[config.mk]
export PLATFORM = sky130hd
export DESIGN_NAME = port_intr_ctrl_flat
export DESIGN_NICKNAME = d
export VERILOG_FILES = /design/src/rtl/port_intr_ctrl_if.sv /design/src/rtl/port_intr_ctrl.sv /design/src/flat_wrapper.sv
export SDC_FILE = /design/constraint.sdc
export NUM_CORES = 1
export LEC_CHECK = 0
export CAP_MARGIN = 20
export CELL_PAD_IN_SITES_DETAIL_PLACEMENT = 1
export CELL_PAD_IN_SITES_GLOBAL_PLACEMENT = 1
export CORE_ASPECT_RATIO = 1.2
export CORE_MARGIN = 4
export CORE_UTILIZATION = 40
export CTS_CLUSTER_DIAMETER = 150
export CTS_CLUSTER_SIZE = 25
export DETAILED_ROUTE_END_ITERATION = 7
export PLACE_DENSITY_LB_ADDON = 0.1
export SLEW_MARGIN = 15
export SYNTH_ARGS = -nofsm -noshare
export SYNTH_HDL_FRONTEND = slang
export SYNTH_SLANG_ARGS = --single-unit
[constraint.sdc]
create_clock -name clk -period 2.9 [get_ports clk]
set_input_delay 0.58 -clock clk [delete_from_list [all_inputs] [get_ports clk]]
set_output_delay 0.58 -clock clk [all_outputs]
set_load 0.05 [all_outputs]
[src/rtl/port_intr_ctrl_if.sv]
// Port/interrupt bus between the processor-facing device logic and its
// surroundings: external producer/consumer, processor I/O ports, interrupt line.
// slave  : the port_intr_ctrl device side.
// master : whatever drives the device (processor, producer, consumer).
interface port_intr_ctrl_if #(
    parameter int WIDTH = 16
);
    logic             ext_in_valid;
    logic [WIDTH-1:0] ext_in_data;
    logic             ext_in_ready;
    logic [WIDTH-1:0] proc_in_port;
    logic             proc_in_empty;
    logic             proc_in_rd;
    logic             proc_out_wr;
    logic [WIDTH-1:0] proc_out_data;
    logic             ext_out_valid;
    logic [WIDTH-1:0] ext_out_data;
    logic             ext_out_ready;
    logic             ext_irq;
    logic             intr;
    logic             intr_ack;
    logic             proc_rti;
    logic [1:0]       err;

    modport slave (
        input  ext_in_valid, ext_in_data, proc_in_rd, proc_out_wr, proc_out_data,
               ext_out_ready, ext_irq, intr_ack, proc_rti,
        output ext_in_ready, proc_in_port, proc_in_empty, ext_out_valid,
               ext_out_data, intr, err
    );

    modport master (
        output ext_in_valid, ext_in_data, proc_in_rd, proc_out_wr, proc_out_data,
               ext_out_ready, ext_irq, intr_ack, proc_rti,
        input  ext_in_ready, proc_in_port, proc_in_empty, ext_out_valid,
               ext_out_data, intr, err
    );
endinterface

[src/rtl/port_intr_ctrl.sv]
// Device-side responder for the processor I/O ports and interrupt line.
// Input FIFO (producer -> processor inputPort), output FIFO (processor
// outputPort -> consumer), and an IDLE/REQ/SERVICE interrupt handshake.
// Optional build macro PORT_IRQ_ON_DATA_EN: when defined, the input FIFO going
// from empty to non-empty raises an interrupt request just like ext_irq.
//
// state      | meaning
// -----------+-------------------------------------------------------
// ST_IDLE    | no interrupt outstanding; leaves on pending request
// ST_REQ     | intr asserted, waiting for intr_ack
// ST_SERVICE | processor in handler, waiting for proc_rti
module port_intr_ctrl #(
    parameter int WIDTH = 16,
    parameter int DEPTH = 4
) (
    input logic            clk,
    input logic            rst_n,
    port_intr_ctrl_if.slave bus
);
    localparam int AW = $clog2(DEPTH);
    localparam int PW = AW + 1;

    typedef enum logic [1:0] {
        ST_IDLE    = 2'd0,
        ST_REQ     = 2'd1,
        ST_SERVICE = 2'd2
    } state_t;

    logic [WIDTH-1:0] r_in_mem  [DEPTH];
    logic [WIDTH-1:0] r_out_mem [DEPTH];
    logic [PW-1:0]    r_in_wp, r_in_rp;
    logic [PW-1:0]    r_out_wp, r_out_rp;
    logic [1:0]       r_err;
    logic             r_pending;
    state_t           r_state, w_state_nxt;

    logic w_in_empty, w_in_full, w_in_push, w_in_pop, w_in_uflow;
    logic w_out_empty, w_out_full, w_out_push, w_out_pop, w_out_oflow;
    logic w_irq_src, w_intr;

    assign w_in_empty  = (r_in_wp == r_in_rp);
    assign w_in_full   = (r_in_wp[PW-1] != r_in_rp[PW-1]) &&
                         (r_in_wp[AW-1:0] == r_in_rp[AW-1:0]);
    // Full is judged on registered state, so a same-cycle pop does not open a slot.
    assign w_in_push   = bus.ext_in_valid & ~w_in_full;
    assign w_in_pop    = bus.proc_in_rd & ~w_in_empty;
    assign w_in_uflow  = bus.proc_in_rd & w_in_empty;

    assign w_out_empty = (r_out_wp == r_out_rp);
    assign w_out_full  = (r_out_wp[PW-1] != r_out_rp[PW-1]) &&
                         (r_out_wp[AW-1:0] == r_out_rp[AW-1:0]);
    assign w_out_pop   = ~w_out_empty & bus.ext_out_ready;
    // A pop in the same cycle frees the slot, so the write is kept even when full.
    assign w_out_push  = bus.proc_out_wr & (~w_out_full | w_out_pop);
    assign w_out_oflow = bus.proc_out_wr & w_out_full & ~w_out_pop;

`ifdef PORT_IRQ_ON_DATA_EN
    assign w_irq_src = bus.ext_irq | (w_in_push & w_in_empty);
`else
    assign w_irq_src = bus.ext_irq;
`endif

    // FIFO storage: data only, no reset needed since heads are masked when empty
    always_ff @(posedge clk) begin
        if (w_in_push)  r_in_mem[r_in_wp[AW-1:0]]   <= bus.ext_in_data;
        if (w_out_push) r_out_mem[r_out_wp[AW-1:0]] <= bus.proc_out_data;
    end

    // FIFO pointers and sticky error flags
    always_ff @(posedge clk or negedge rst_n) begin
        if (!rst_n) begin
            r_in_wp  <= '0;
            r_in_rp  <= '0;
            r_out_wp <= '0;
            r_out_rp <= '0;
            r_err    <= 2'b00;
        end else begin
            if (w_in_push)   r_in_wp  <= r_in_wp + 1'b1;
            if (w_in_pop)    r_in_rp  <= r_in_rp + 1'b1;
            if (w_out_push)  r_out_wp <= r_out_wp + 1'b1;
            if (w_out_pop)   r_out_rp <= r_out_rp + 1'b1;
            if (w_in_uflow)  r_err[0] <= 1'b1;
            if (w_out_oflow) r_err[1] <= 1'b1;
        end
    end

    // Pending request: held until acknowledged; new requests ignored while in REQ
    always_ff @(posedge clk or negedge rst_n) begin
        if (!rst_n) begin
            r_pending <= 1'b0;
        end else if (r_state == ST_REQ && bus.intr_ack) begin
            r_pending <= 1'b0;
        end else if (w_irq_src && r_state != ST_REQ) begin
            r_pending <= 1'b1;
        end
    end

    // Interrupt FSM state register
    always_ff @(posedge clk or negedge rst_n) begin
        if (!rst_n) r_state <= ST_IDLE;
        else        r_state <= w_state_nxt;
    end

    // Interrupt FSM next-state logic
    always_comb begin
        w_state_nxt = r_state;
        unique case (r_state)
            ST_IDLE:    if (r_pending)    w_state_nxt = ST_REQ;
            ST_REQ:     if (bus.intr_ack) w_state_nxt = ST_SERVICE;
            ST_SERVICE: if (bus.proc_rti) w_state_nxt = ST_IDLE;
            default:                      w_state_nxt = ST_IDLE;
        endcase
    end

    // Interrupt FSM outputs, decoded from state only
    always_comb begin
        w_intr = 1'b0;
        if (r_state == ST_REQ) w_intr = 1'b1;
    end

    assign bus.intr          = w_intr;
    assign bus.ext_in_ready  = ~w_in_full;
    assign bus.proc_in_empty = w_in_empty;
    assign bus.proc_in_port  = w_in_empty ? '0 : r_in_mem[r_in_rp[AW-1:0]];
    assign bus.ext_out_valid = ~w_out_empty;
    assign bus.ext_out_data  = w_out_empty ? '0 : r_out_mem[r_out_rp[AW-1:0]];
    assign bus.err           = r_err;
endmodule

[src/flat_wrapper.sv]
// flat-port wrapper written by rule: the top's interface ports become plain ports
module port_intr_ctrl_flat 
#(
    parameter int WIDTH = 16,
    parameter int DEPTH = 4
)
  (clk, rst_n, bus_ext_in_valid, bus_ext_in_data, bus_proc_in_rd, bus_proc_out_wr, bus_proc_out_data, bus_ext_out_ready, bus_ext_irq, bus_intr_ack, bus_proc_rti, bus_ext_in_ready, bus_proc_in_port, bus_proc_in_empty, bus_ext_out_valid, bus_ext_out_data, bus_intr, bus_err);
  port_intr_ctrl_if #(.WIDTH(WIDTH)) bus_i ();
  input logic clk;
  input logic rst_n;
  input wire logic [$bits(bus_i.ext_in_valid)-1:0] bus_ext_in_valid;
  input wire logic [$bits(bus_i.ext_in_data)-1:0] bus_ext_in_data;
  input wire logic [$bits(bus_i.proc_in_rd)-1:0] bus_proc_in_rd;
  input wire logic [$bits(bus_i.proc_out_wr)-1:0] bus_proc_out_wr;
  input wire logic [$bits(bus_i.proc_out_data)-1:0] bus_proc_out_data;
  input wire logic [$bits(bus_i.ext_out_ready)-1:0] bus_ext_out_ready;
  input wire logic [$bits(bus_i.ext_irq)-1:0] bus_ext_irq;
  input wire logic [$bits(bus_i.intr_ack)-1:0] bus_intr_ack;
  input wire logic [$bits(bus_i.proc_rti)-1:0] bus_proc_rti;
  output wire logic [$bits(bus_i.ext_in_ready)-1:0] bus_ext_in_ready;
  output wire logic [$bits(bus_i.proc_in_port)-1:0] bus_proc_in_port;
  output wire logic [$bits(bus_i.proc_in_empty)-1:0] bus_proc_in_empty;
  output wire logic [$bits(bus_i.ext_out_valid)-1:0] bus_ext_out_valid;
  output wire logic [$bits(bus_i.ext_out_data)-1:0] bus_ext_out_data;
  output wire logic [$bits(bus_i.intr)-1:0] bus_intr;
  output wire logic [$bits(bus_i.err)-1:0] bus_err;
  assign bus_i.ext_in_valid = bus_ext_in_valid;
  assign bus_i.ext_in_data = bus_ext_in_data;
  assign bus_i.proc_in_rd = bus_proc_in_rd;
  assign bus_i.proc_out_wr = bus_proc_out_wr;
  assign bus_i.proc_out_data = bus_proc_out_data;
  assign bus_i.ext_out_ready = bus_ext_out_ready;
  assign bus_i.ext_irq = bus_ext_irq;
  assign bus_i.intr_ack = bus_intr_ack;
  assign bus_i.proc_rti = bus_proc_rti;
  assign bus_ext_in_ready = bus_i.ext_in_ready;
  assign bus_proc_in_port = bus_i.proc_in_port;
  assign bus_proc_in_empty = bus_i.proc_in_empty;
  assign bus_ext_out_valid = bus_i.ext_out_valid;
  assign bus_ext_out_data = bus_i.ext_out_data;
  assign bus_intr = bus_i.intr;
  assign bus_err = bus_i.err;
  port_intr_ctrl #(.WIDTH(WIDTH), .DEPTH(DEPTH)) u_core (.clk(clk), .rst_n(rst_n), .bus(bus_i));
endmodule
==> run metrics, run 1 <==
outcome finished clean; gr ovfl total 0; period utilisation layout 93.1%; clock-pin slew on the worst setup and hold paths about 60 ps; Worst path max stage delay roughly 560 ps; count leader, synth edfxtp_1; die height 140 um; H-Tree Level Count 4; post-route setup TNS 0 ps; Synth cell types 35; Worst Hold Launch u_core.r_state[1]$_DFFE_PN0P_; Starting Density 40.7%; async set-or-reset flop fraction in the synthesized netlist approximately an eighth; crit path max-delay cell type mux4_2; RSZ-0062 raised after global routing false; core area around 14,000 um^2; initial antenna violation count 0; Post-Syn Area approximately 6000 um^2; reg2reg setup slack about 760 ps; Routed Antenna Nets 0; Port Buffer Count about 80; Total Routing Usage GR between 10% and 20%; startpoint types register; WL final ~11 mm; Worst R2R Path Depth 3; Top FF cell, synth edfxtp_1; n_diodes 0; Worst-Skew Late Latency roughly 410 ps; crit path max fanout 16; Net count, final ~440; First DRT Iteration DRCs 149; vias per cell 5.03; Final Slew Violations 0; hpwl dp between 7 and 8 mm; final setup margin between 150 and 200 ps; vias in the first global route ~3,200; hold path depth 1; Syn Nets between 300 and 400; Setup Buffers After CTS 0; Final Skew approximately 9.4 ps; hold crit path type reg2reg; CP required about 2300 ps; Hold Fails Final Rpt 0; drt wl/cell slightly below 20 um; Vias around 2,900; top post-synthesis cells by area edfxtp_1, mux4_2, dfrtp_1; minimum clock period roughly 2700 ps; EDFF count, synth about 130; chip width between 100 and 150 um; Synth top area share about two thirds; reg-to-reg endpoint u_core.r_out_mem[0][14]$_DFFE_PP_; cell mode on critical path buf_4; fmax between 0.3 and 0.4 GHz; clock root cell clkbuf_16; die area ~17,000 um^2; CTS Buf Count 17; Post-CTS Hold Fix Bufs 0; most frequent cells after synthesis edfxtp_1, nor2b_1, mux4_2; Final GP Congestion between 0.7 and 0.8; sequential-to-total area share from yosys stat between 70% and 80%; # rows 48; DRC violations left 0; cts repair resizes 0; Cells after Synth 290; Ys Warns 0; register bit total from synthesis ~150; share of layout cells above drive strength 1 approximately 30%; CTS tree built; cells along the critical path buf_4 -> mux4_2 -> nor2b_1 -> buf_4; first-pass GRT wire length between 15 and 20 mm; Mean Syn Cell Area 20.1 um^2; area leader, netlist edfxtp_1; worst slew pin tran around 900 ps; # setup viols final 0; pre-CTS setup slack 310 ps; Max-Cap Viols 0; Setup crit end kind primary output; max_slew headroom between 40% and 50%; worst-case clock buffer depth 2; TritonCTS Sinks about 150; Worst EP arrival roughly 2100 ps; Worst Path Class, Setup reg2out; largest net degree at the start of global routing 19; drt pass-1 iters 4; WHS Endpoint u_core.r_state[0]$_DFFE_PN0P_; r2r startpoint u_core.r_out_wp[1]$_DFFE_PN0P_; io pins slightly below 80; Area Growth Syn to Fin 27.6%; Layout Utilization between 50 and 60%
-- cell usage in the layout, fill, tap and decap left out, types with 2 or more instances in the layout --
cell             instances
and2_1                   3
and3_1                   4
buf_12                   2
buf_4                   46
bufinv_16                5
clkbuf_16               17
clkdlybuf4s50_1         43
clkinv_2                 4
clkinv_4                 4
dfrtp_1                 17
edfxtp_1               128
ha_1                    10
inv_1                    9
mux2_2                   4
mux4_2                  32
nand2_1                  3
nor2_1                   2
nor2b_1                 34
o311ai_0                 3
o31ai_1                  2
xnor2_1                  9
xor2_1                   4
xor2_2                   2
-- worst max-delay path by stage --
stage	start	end	slack (ps)	depth (start not counted)
finish	u_core.r_out_rp[0]$_DFFE_PN0P_	bus_ext_out_data[2]	200	4
global route	u_core.r_out_rp[0]$_DFFE_PN0P_	bus_ext_out_data[10]	50	4
global placement	bus_ext_out_ready	u_core.r_out_mem[0][14]$_DFFE_PP_	360	3
detailed placement	bus_ext_out_ready	u_core.r_out_mem[0][14]$_DFFE_PP_	310	3
floorplan	u_core.r_in_rp[0]$_DFFE_PN0P_	bus_proc_in_port[1]	260	5
CTS	u_core.r_in_wp[2]$_DFFE_PN0P_	bus_proc_in_port[8]	7	4
-- logic make-up after synthesis --
kind of cell    share of synthesized area [%]
flops                                    73.1
simple gates                             5.67
mux                                      13.3
buf+inv                                  1.63
xor+xnor                                 2.51
compound gates                           1.71
fa+ha+maj                                2.14
-- area by class of cell --
class | count | area (um^2)
clock buffer | 17 | 425
sequential | 145 | 4270
fill | 1312 | 6900
multi-input combinational | 126 | 1480
timing repair buffer | 91 | 816
inverter | 9 | 33.8
clock inverter | 15 | 216
tap | 175 | 219
-- state kept, by name, indices dropped and copies added, names as in the netlist --
signal,flops
u_core.bus.err,2
u_core.r_in_mem,64
u_core.r_in_rp,3
u_core.r_in_wp,3
u_core.r_out_mem,64
u_core.r_out_rp,3
u_core.r_out_wp,3
u_core.r_pending,1
u_core.r_state,2
-- worst max-delay path, delay by kind of cell, from the launching register on --
kind | cells | cell delay, ps
buffers and inverters | 2 | 560
flip-flops | 1 | 450
multiplexers | 1 | 560
AND/OR/NAND/NOR | 1 | 140
-- stage by stage --
step	hold WS (ps)	cells	instance area, um^2
floorplan	284	290	5840
global placement	456	543	6780
detailed placement	457	543	6780
CTS	464	575	7420
global route	499	578	7460
finish	460	578	7460
-- per-layer routing --
| metal | track usage [%] | routed length, um | vias to the layer above |
|---|---|---|---|
| met5 | 0 | 0 | - |
| met4 | 4.81 | 95 | 0 |
| met3 | 4.16 | 389 | 6 |
| met2 | 24.7 | 5960 | 56 |
| met1 | 17.1 | 4690 | 1502 |
| li1 | - | - | 1342 |
Power of run 1 is left out: the tool's default activity adds up to more than one toggle a clock period on the data nets, which glitch-free logic cannot reach.
==> run 2: changes to the inputs <==
==> constraint.sdc (replaced) <==
create_clock -name clk -period 2.9 [get_ports clk]
set_input_delay 0.58 -clock clk [delete_from_list [all_inputs] [get_ports clk]]
set_output_delay 0.58 -clock clk [all_outputs]
set_load 0.02 [all_outputs]
==> run 2 against run 1 <==
Against the previous run:
- cell count is 1.9% higher
- flip-flop and latch count unchanged
- via count is 1.1% higher
- non-clock buffer count up 11
- global-route usage rose by 0.44 points
- setup slack got worse by 120 ps
- critical path depth is the same
- core utilization increased by 1.5 points
- clock-buffer cell count up 2
- final area up 3.0%
- critical path type unchanged
- critical endpoint is now bus_ext_out_data[0]
==> run metrics, run 2 (synthesized netlist as in run 1, its figures left out) <==
minimum clock period 2820 ps (was 2700 ps); Port Buffer Count 78 (unchanged); TritonCTS Sinks 145 (unchanged); clock root cell clkbuf_16 (unchanged); CTS Buf Count 17 (unchanged); Worst-Skew Late Latency 410 ps (about the same); gr ovfl total 0 (unchanged); clock-pin slew on the worst setup and hold paths 60 ps (about the same); worst vdd ir approximately 0.58 mV; initial antenna violation count 0 (unchanged); Final Slew Violations 0 (unchanged); Max-Cap Viols 0 (unchanged); Area Growth Syn to Fin 31.4% (was 27.6%); core area 14,400 um^2 (unchanged); chip width 118 um (unchanged); commonest non-fill, non-tap cells in the layout edfxtp_1, clkdlybuf4s50_1, nor2b_1 (was edfxtp_1, buf_4, clkdlybuf4s50_1); worst slew pin tran 885 ps (was 896 ps); Hold Fails Final Rpt 0 (unchanged); worst-case clock buffer depth 2 (unchanged); Final GP Congestion 0.694 (was 0.712); hold crit path type reg2reg (unchanged); crit path buf inv count 2 (unchanged); vias in the first global route 3,317 (was 3,224); leakage approximately 2.9 nW; drt wl/cell 19.4 um (was 19.3 um); cell area power density roughly 1200 nW/um^2; WL final 11.4 mm (was 11.1 mm); Worst Path Class, Setup reg2out (unchanged); area of the multi-input gates 1520 um^2 (was 1480 um^2); max_slew headroom 40.8% (was 40.3%); final setup margin 78.4 ps (was 200 ps); most common cell after layout, fill and taps aside edfxtp_1 (unchanged); first-pass GRT wire length 18.1 mm (was 17.8 mm); fmax 0.354 GHz (was 0.370 GHz); largest net degree at the start of global routing 19 (unchanged); Final Skew 5.05 ps (was 9.42 ps); DRC violations left 0 (unchanged); delay-heaviest family, CP buffers and inverters (unchanged); CTS tree built (unchanged); die height 140 um (unchanged); die area 16,600 um^2 (unchanged); Fill cells 1,295 (was 1,312); Net count, final 452 (was 441); Post-CTS Hold Fix Bufs 0 (unchanged); Worst path max stage delay 530 ps (was 560 ps); n_diodes 0 (unchanged); hpwl dp 7.51 mm (was 7.25 mm); Storage cell area 4270 um^2 (about the same); # rows 48 (unchanged); CP required 2320 ps (about the same); # setup viols final 0 (unchanged); reg2reg setup slack 750 ps (was 760 ps); pre-CTS setup slack 312 ps (was 310 ps); share of layout cells above drive strength 1 24.4% (was 29.8%); cells along the critical path buf_12 -> mux4_2 -> nor2b_1 -> clkdlybuf4s50_1 (was buf_4 -> mux4_2 -> nor2b_1 -> buf_4); vias per cell 4.99 (was 5.03); period utilisation layout 97.3% (was 93.1%); startpoint types register (unchanged); Vias 2,939 (was 2,906); drt pass-1 iters 4 (unchanged); Routed Antenna Nets 0 (unchanged); Starting Density 40.7% (unchanged); H-Tree Level Count 4 (unchanged); Setup crit end kind primary output (unchanged); Worst EP arrival 2240 ps (was 2120 ps); WHS 468 ps (was 460 ps); Total Routing Usage GR 14.7% (was 14.2%); crit path max fanout 16 (unchanged); io pins 79 (unchanged); First DRT Iteration DRCs 98 (was 149); outcome finished clean (unchanged); crit path max-delay cell type clkdlybuf4s50_1 (was mux4_2)
-- run 2: repair_timing --
item	CTS	global route
endpoints found under the setup margin	29	32
setup buffers	0	11
resized for setup	2	26
pin swaps	0	1
-- run 2: area by class of cell --
class                   instances  area share [%]
flip-flops and latches        145            55.7
multi-input cells             126            19.7
repair buffers                102            13.5
clock buffers                  19            5.64
well taps                     175            2.85
clock inverters                13            2.18
inverters                       9           0.440
-- run 2: report_power, final --
group	internal, W	switching, W
sequential	0.00284	0.000270
clock	0.00142	0.000791
combinational	0.00202	0.00204
total	0.00629	0.00310
-- run 2: path summary, 6_finish.rpt --
path,start,depth (start not counted),to
max,u_core.r_out_rp[0]$_DFFE_PN0P_,4,bus_ext_out_data[0]
min,u_core.r_state[1]$_DFFE_PN0P_,1,u_core.r_state[0]$_DFFE_PN0P_
max reg2reg,u_core.r_out_wp[1]$_DFFE_PN0P_,3,u_core.r_out_mem[0][11]$_DFFE_PP_
min reg2reg,u_core.r_state[1]$_DFFE_PN0P_,1,u_core.r_state[0]$_DFFE_PN0P_
max in group asynchronous,rst_n,1,u_core.r_out_rp[1]$_DFFE_PN0P_
min in group asynchronous,rst_n,1,u_core.r_out_rp[2]$_DFFE_PN0P_
-- run 2: per-layer routing --
| metal | track usage (%) | vias to the layer above | share of wire, % |
|---|---|---|---|
| li1 | - | 1364 | - |
| met1 | 16.5 | 1498 | 40 |
| met2 | 26.1 | 62 | 55 |
| met3 | 4.00 | 15 | 3.1 |
| met4 | 6.48 | 0 | 1.8 |
| met5 | 0 | - | 0 |
-- run 2: per-stage QoR --
stage	instances	cell area [um^2]	setup TNS [ps]	total power, W	util, %
floorplan	290	5840	0	0.00545	-
global placement	546	6900	0	0.00713	48.1
detailed placement	546	6900	0	0.00718	48.1
CTS	578	7510	-7.96	0.00946	52.3
global route	589	7680	-19.6	0.00993	53.5
finish	589	7680	0	0.00939	53.5
No activity file was read; power rests on OpenSTA's default activity.
